### src/rtl/obstacle_pkg.sv
// Shared definitions for the obstacle table: word layout, table depth, screen size, burst states.
// Latency: n/a (constants, types and pure functions only).
// Backpressure: n/a.
package obstacle_pkg;

    // Table geometry, shared with the track renderer
    localparam int NUM_OBSTACLES = 10;
    localparam int SCREEN_WIDTH  = 1024;
    localparam int SCREEN_HEIGHT = 768;

    // Obstacle word layout: {type[14:13], pos[12:3], lane[2:1], active[0]}
    localparam int OBS_W      = 15;
    localparam int TYPE_MSB   = 14;
    localparam int TYPE_LSB   = 13;
    localparam int POS_MSB    = 12;
    localparam int POS_LSB    = 3;
    localparam int LANE_MSB   = 2;
    localparam int LANE_LSB   = 1;
    localparam int ACTIVE_BIT = 0;

    localparam int POS_W = POS_MSB - POS_LSB + 1;
    localparam int IDX_W = $clog2(NUM_OBSTACLES);

    // Per-frame update burst
    typedef enum logic [1:0] {
        IDLE   = 2'd0,
        SCROLL = 2'd1,
        SPAWN  = 2'd2
    } state_t;

    // Lane comes from the two LSBs; the unused code 3 is folded onto lane 0/1 using bit 2
    function automatic logic [1:0] lane_from_lfsr(input logic [2:0] l);
        logic [1:0] lane;
        lane = l[1:0];
        if (l[1:0] == 2'd3) begin
            lane = {1'b0, l[2]};
        end
        return lane;
    endfunction

    // Fresh obstacle word at the spawn column, lane/type drawn from the LFSR state
    function automatic logic [OBS_W-1:0] make_spawn_word(input logic [4:0]       l,
                                                         input logic [POS_W-1:0] x);
        logic [OBS_W-1:0] w;
        w                      = '0;
        w[TYPE_MSB:TYPE_LSB]   = l[4:3];
        w[POS_MSB:POS_LSB]     = x;
        w[LANE_MSB:LANE_LSB]   = lane_from_lfsr(l[2:0]);
        w[ACTIVE_BIT]          = 1'b1;
        return w;
    endfunction

endpackage

### src/rtl/obstacle_manager_lfsr16.sv
// 16-bit Fibonacci LFSR (taps 15,13,12,10), shifting left, advanced only on step.
// Latency: new state visible the cycle after step.
// Backpressure: none; step is a single-cycle enable.
module lfsr16 #(
    parameter logic [15:0] SEED = 16'hACE1
) (
    input  logic        clk,
    input  logic        reset_n,
    input  logic        step,
    output logic [15:0] q
);

    // Shift register with synchronous reload of the seed
    always_ff @(posedge clk) begin
        if (!reset_n) begin
            q <= SEED;
        end else if (step) begin
            q <= {q[14:0], q[15] ^ q[13] ^ q[12] ^ q[10]};
        end
    end

endmodule

### src/rtl/obstacle_manager.sv
// Owns the obstacle table: per-frame scroll/retire of every slot, then a gap-limited LFSR spawn.
// Latency: burst starts the edge after the vsync rise is seen; table final 12 cycles later, busy 11 cycles.
// Backpressure: none; vsync rises while busy (or with run low) are dropped, never queued.
module obstacle_manager
    import obstacle_pkg::*;
#(
    parameter int              SPAWN_GAP = 60,
    parameter logic [9:0]      SPAWN_X   = 10'd1023,
    parameter logic [15:0]     LFSR_SEED = 16'hACE1
) (
    input  logic                                 system_clock_in,
    input  logic                                 system_reset_n_in,
    input  logic                                 vsync,
    input  logic                                 run,
    input  logic                                 clear,
    input  logic [3:0]                           speed,
    output logic [NUM_OBSTACLES-1:0][OBS_W-1:0]  obstacles,
    output logic                                 busy,
    output logic                                 spawn_pulse
);

    localparam int                GAP_W    = $clog2(SPAWN_GAP + 1);
    localparam logic [GAP_W-1:0]  GAP_MAX  = GAP_W'(SPAWN_GAP);
    localparam logic [IDX_W-1:0]  LAST_IDX = IDX_W'(NUM_OBSTACLES - 1);

    state_t               state_q;
    state_t               state_d;
    logic [IDX_W-1:0]     idx_q;
    logic [3:0]           speed_q;
    logic [GAP_W-1:0]     gap_cnt;
    logic                 vsync_q;
    logic                 frame_tick;
    logic                 accept;
    logic                 lfsr_step;
    logic [15:0]          lfsr_q;

    logic [OBS_W-1:0]     cur_word;
    logic [POS_W-1:0]     cur_pos;
    logic [POS_W-1:0]     speed_ext;
    logic [OBS_W-1:0]     scroll_word;
    logic [OBS_W-1:0]     spawn_word;
    logic                 free_found;
    logic [IDX_W-1:0]     free_idx;
    logic                 spawn_go;
    logic                 last_slot;

    // Rising edge of raw vsync starts a frame; only honoured from IDLE while running
    assign frame_tick = vsync & ~vsync_q;
    assign accept     = (state_q == IDLE) && frame_tick && run;
    // A simultaneous clear wins over the frame accept, so the LFSR must not advance either
    assign lfsr_step  = accept && !clear;
    assign last_slot  = (state_q == SCROLL) && (idx_q == LAST_IDX);

    lfsr16 #(
        .SEED (LFSR_SEED)
    ) u_lfsr (
        .clk     (system_clock_in),
        .reset_n (system_reset_n_in),
        .step    (lfsr_step),
        .q       (lfsr_q)
    );

    // Burst state register
    always_ff @(posedge system_clock_in) begin
        if (!system_reset_n_in) begin
            state_q <= IDLE;
        end else begin
            state_q <= state_d;
        end
    end

    // Next-state: IDLE -> 10 SCROLL cycles -> 1 SPAWN cycle -> IDLE; clear aborts to IDLE
    always_comb begin
        state_d = state_q;
        case (state_q)
            IDLE:    if (accept) state_d = SCROLL;
            SCROLL:  if (idx_q == LAST_IDX) state_d = SPAWN;
            SPAWN:   state_d = IDLE;
            default: state_d = IDLE;
        endcase
        if (clear) begin
            state_d = IDLE;
        end
    end

    // Scroll the slot under idx: retire if it would cross the left edge, else move left
    always_comb begin
        cur_word    = obstacles[idx_q];
        cur_pos     = cur_word[POS_MSB:POS_LSB];
        speed_ext   = {{(POS_W - 4){1'b0}}, speed_q};
        scroll_word = cur_word;
        if (cur_word[ACTIVE_BIT]) begin
            if (cur_pos < speed_ext) begin
                scroll_word = '0;
            end else begin
                scroll_word[POS_MSB:POS_LSB] = cur_pos - speed_ext;
            end
        end
    end

    // Lowest-index free slot; scanning high to low lets the lowest match win
    always_comb begin
        free_found = 1'b0;
        free_idx   = '0;
        for (int i = NUM_OBSTACLES - 1; i >= 0; i--) begin
            if (!obstacles[i][ACTIVE_BIT]) begin
                free_found = 1'b1;
                free_idx   = IDX_W'(i);
            end
        end
    end

    // Spawn only when the gap has fully elapsed and a slot is free; otherwise retry next frame
    assign spawn_go   = (state_q == SPAWN) && (gap_cnt == GAP_MAX) && free_found;
    assign spawn_word = make_spawn_word(lfsr_q[4:0], SPAWN_X);

    // Obstacle table: one slot rewritten per SCROLL cycle, one insert in SPAWN
    always_ff @(posedge system_clock_in) begin
        if (!system_reset_n_in) begin
            obstacles <= '0;
        end else if (clear) begin
            obstacles <= '0;
        end else if (state_q == SCROLL) begin
            obstacles[idx_q] <= scroll_word;
        end else if (spawn_go) begin
            obstacles[free_idx] <= spawn_word;
        end
    end

    // Burst bookkeeping: slot index, latched speed, spawn gap counter
    always_ff @(posedge system_clock_in) begin
        if (!system_reset_n_in) begin
            idx_q   <= '0;
            speed_q <= '0;
            gap_cnt <= '0;
        end else if (clear) begin
            idx_q   <= '0;
            gap_cnt <= '0;
        end else begin
            if (accept) begin
                idx_q   <= '0;
                speed_q <= speed;
            end else if (state_q == SCROLL) begin
                idx_q <= idx_q + IDX_W'(1);
            end
            if (last_slot) begin
                if (gap_cnt < GAP_MAX) begin
                    gap_cnt <= gap_cnt + GAP_W'(1);
                end
            end else if (spawn_go) begin
                gap_cnt <= '0;
            end
        end
    end

    // Registered status outputs and the vsync edge detector
    always_ff @(posedge system_clock_in) begin
        if (!system_reset_n_in) begin
            vsync_q     <= 1'b0;
            busy        <= 1'b0;
            spawn_pulse <= 1'b0;
        end else begin
            vsync_q     <= vsync;
            busy        <= (state_d != IDLE);
            spawn_pulse <= spawn_go && !clear;
        end
    end

endmodule
### config.mk
export PLATFORM = sky130hd
export DESIGN_NAME = obstacle_manager
export DESIGN_NICKNAME = d
export VERILOG_FILES = /design/src/rtl/obstacle_pkg.sv /design/src/rtl/obstacle_manager_lfsr16.sv /design/src/rtl/obstacle_manager.sv
export SDC_FILE = /design/constraint.sdc
export NUM_CORES = 1
export LEC_CHECK = 0
export BUFFER_PORTS_ARGS = -buffer_cell sky130_fd_sc_hd__clkbuf_2
export CAP_MARGIN = 20
export CORE_ASPECT_RATIO = 1.2
export CORE_UTILIZATION = 25
export DETAILED_ROUTE_END_ITERATION = 6
export PLACE_DENSITY = 0.5
export SYNTH_ARGS = -nofsm -noshare
export SYNTH_HDL_FRONTEND = slang
export SYNTH_SLANG_ARGS = --single-unit
### constraint.sdc
create_clock -name system_clock_in -period 5.6 [get_ports system_clock_in]
set_input_delay 1.12 -clock system_clock_in [delete_from_list [all_inputs] [get_ports system_clock_in]]
set_output_delay 1.12 -clock system_clock_in [all_outputs]
set_load 0.05 [all_outputs]
==> out/metrics.cfg <==
[critical_path]
worstPathMaxFanout=26
rr_worst_depth=10
r2r_end=obstacles[24]$_SDFFE_PP0P_
critPathKind=reg -> reg
slowest_delay_ns=0.94
cpMaxStageDelayCell=mux2i_1
arrival_ns=5.07
timing.rr.start=idx_q[1]$_SDFFE_PP0P_
critical_path_required_ns=5.88
rrSetupSlack_ns=0.81
worstPathCellList=buf_4 -> mux4_2 -> mux2i_1 -> o22ai_1 -> fa_1 -> a21o_1 -> a21o_1 -> nor4_4 -> mux2i_1 -> a21oi_1
end_kind=register
startpoint_type=register

[global_route]
grt_max_degree=79
first_global_vias=7530
grt_antenna_before_repair=0
grt_use_total=0.181
grt_overflow=0
grt_pass1_wl_um=47500

[die]
die_area_mm2=0.0350
die_h_um=205
start_util=0.256
coreArea_mm2=0.0334
row_count=73
io_pins=161
chipWidth_um=171

[finish]
antenna_cells=0
multi_input_area_mm2=0.00452
fin_nets=1119
regArea_mm2=0.00371
synthToLayoutAreaGrowth_pct=19.9
drive_gt1_frac=0.229
nFillCells=3645

[outcome]
outcome=finished, final reports clean

[sta]
layout_setup_ws_ns=0.812
fin_tns_setup_ns=0
fin_crit_ns=4.79
clock.fmax_mhz=209
slew_violations=0
rsz0062_at_grt=no
finalCritPeriodShare=0.855
slew_headroom=0.283
fin_skew_ns=0.0184
worst_pin_slew_ns=1.05
finalSetupViolCount=0
hold_violations=0

[worst_hold_path]
hold_end=u_lfsr.q[8]$_SDFFE_PN0P_
hp-start=u_lfsr.q[8]$_SDFFE_PN0P_
whs_path_depth=2
hold_path.class=reg -> reg

[cts]
clockBufferDepth=2
cts_buffers=17
clk_pin_slew_ns=0.07
cts.sinks=185
cts_root_buffer=clkbuf_16
post_cts_buffers=0
insertion_delay_ns=0.46
cts_hold_buf=0
h-tree-depth=4
post_cts_resized=0
cts_tree=built

[synthesis]
yosysSeqAreaShare=0.432
synthArstFlopShare=0
yosysTopAreaCell=dfxtp_1
ys_warn_count=0
netlist_area_mm2=0.00857
syn-num-nets=1006
ys_seq_elements=185
synth_edf_count=0
avgSynthCellArea_um2=8.70
synth.distinct_cells=63
synth_flop_cell=dfxtp_1
yosys-top-cells-area=dfxtp_1 43%, o21ai_0 8.4%, a21oi_1 7.2%, nand2_1 5.6%, mux4_2 5.5%
netlist_instances=986
synth_top_area_frac=0.432

[route]
drc_errors=0
vias_per_cell=5.15
wl_per_cell_um=20.3
final_antenna_net_count=0
via_count=8039
first_iter_violations=606
drtPass1Iterations=5
wl_um=31700

[place]
place_congestion=0.827
dpl.hpwl_um=22700
io_buffers=160
pre_cts_slack_ns=0.866

[job]
maxCapViolCount=0

[power_and_ir_drop]
p_per_area_mw_per_mm2=253
ir_drop_uv=209
p_leak_nw=3.79

[final cells by class]
type                            instances  share of cell area
Sequential cell                       185               0.361
Timing Repair Buffer                  172              0.0867
Clock buffer                           22              0.0471
Clock inverter                          9             0.00645
Multi-Input combinational cell        711               0.440
Inverter                               12             0.00438
Tap cell                              450              0.0548
[synthesized netlist by cell type (all sizes together), types with 4 or more instances]
master    n
nand2   129
o22a      6
nor2b     8
o21a      5
a21o      5
nor4      4
inv      12
ha       10
a31oi    30
o22ai    10
a21boi   14
clkbuf   65
mux2i    35
dfxtp   185
a21oi   128
nor3      6
a211oi    4
mux2     10
a221oi    4
nand4     5
or2       4
xnor2     5
buf      13
mux4     21
nand3    15
o21ai   144
a22oi     7
xor2      7
and3      9
nand2b    7
nor2     39
[where the power goes]
group | internal [mW] | switching (mW) | total (mW)
Sequential | 1.32 | 0.00683 | 1.33
Combinational | 0.0290 | 0.0686 | 0.0976
Clock | 0.615 | 0.562 | 1.18
Total | 1.97 | 0.637 | 2.60
[sequential cells by signal, summed over array words and instances, names as in the netlist]
name         count
busy             1
vsync_q          1
gap_cnt          6
idx_q            4
u_lfsr.q        16
obstacles      150
speed_q          4
spawn_pulse      1
state_q          2
[cell families (layout without fill, tap and decap cells)]
family                   after synthesis  count (layout)  share of synthesized area
flip-flops                           185             185                      0.432
buffers and inverters                 90             215                     0.0416
AND/OR/NAND/NOR                      245             245                      0.133
adder cells (fa/ha/maj)               11              11                     0.0169
multiplexers                          66              66                      0.111
AO/OA/AOI/OAI                        377             377                      0.254
XOR/XNOR                              12              12                     0.0123
[cell usage in the layout, fill, tap and decap left out, types with 9 or more instances in the layout]
cell type  Yosys  routed
o22ai_1       10      10
buf_4          2      12
o21ai_0      144     144
mux2i_1       34      34
nor2_1        39      39
clkbuf_16      0      17
and3_1         9       9
dfxtp_1      185     183
inv_1         12      12
nand3_1       15      15
a31oi_1       30      30
mux2_2        10      10
nand2_1      129     129
ha_1          10      10
a21oi_1      124     124
clkbuf_2       0     160
a21boi_0      13      13
mux4_2        21      21
[worst max path at each step]
stage	slack, ns	depth (start not counted)	end	startpoint
5_1_grt	0.52	12	obstacles[99]$_SDFFE_PP0P_	idx_q[0]$_SDFFE_PP0P_
6_report	0.81	10	obstacles[24]$_SDFFE_PP0P_	idx_q[1]$_SDFFE_PP0P_
4_1_cts	0.85	12	obstacles[24]$_SDFFE_PP0P_	idx_q[0]$_SDFFE_PP0P_
3_5_place_dp	0.87	12	obstacles[24]$_SDFFE_PP0P_	idx_q[0]$_SDFFE_PP0P_
2_1_floorplan	1.23	16	obstacles[114]$_SDFFE_PP0P_	idx_q[0]$_SDFFE_PP0P_
3_3_place_gp	0.99	12	obstacles[114]$_SDFFE_PP0P_	idx_q[0]$_SDFFE_PP0P_
[worst max-delay path: cells and delay by family, from the launching register on]
kind	cells	cell delay, ns
multiplexers	3	1.55
AO/OA/AOI/OAI	4	0.77
AND/OR/NAND/NOR	1	0.68
flip-flops	1	0.64
adder cells (fa/ha/maj)	1	0.50
buffers and inverters	1	0.47
[routing by layer]
| layer | vias up | track usage | routed length [um] |
|---|---|---|---|
| met2 | 290 | 0.297 | 15500 |
| li1 | 3817 | - | - |
| met1 | 3912 | 0.242 | 14200 |
| met3 | 20 | 0.0274 | 1540 |
| met5 | - | 0 | 0 |
| met4 | 0 | 0.0533 | 400 |
[through the flow]
stage	power (mW)	instances	area (um2)	hold slack, ns	utilization
finish	2.60	1561	10300	0.464	0.307
global placement	1.46	1530	9730	0.450	0.291
global route	2.68	1561	10300	0.496	0.307
floorplan	1.43	986	8570	0.436	-
detailed placement	1.46	1530	9730	0.454	0.291
CTS	2.62	1561	10300	0.468	0.307
(Power assumes the default switching activity.)
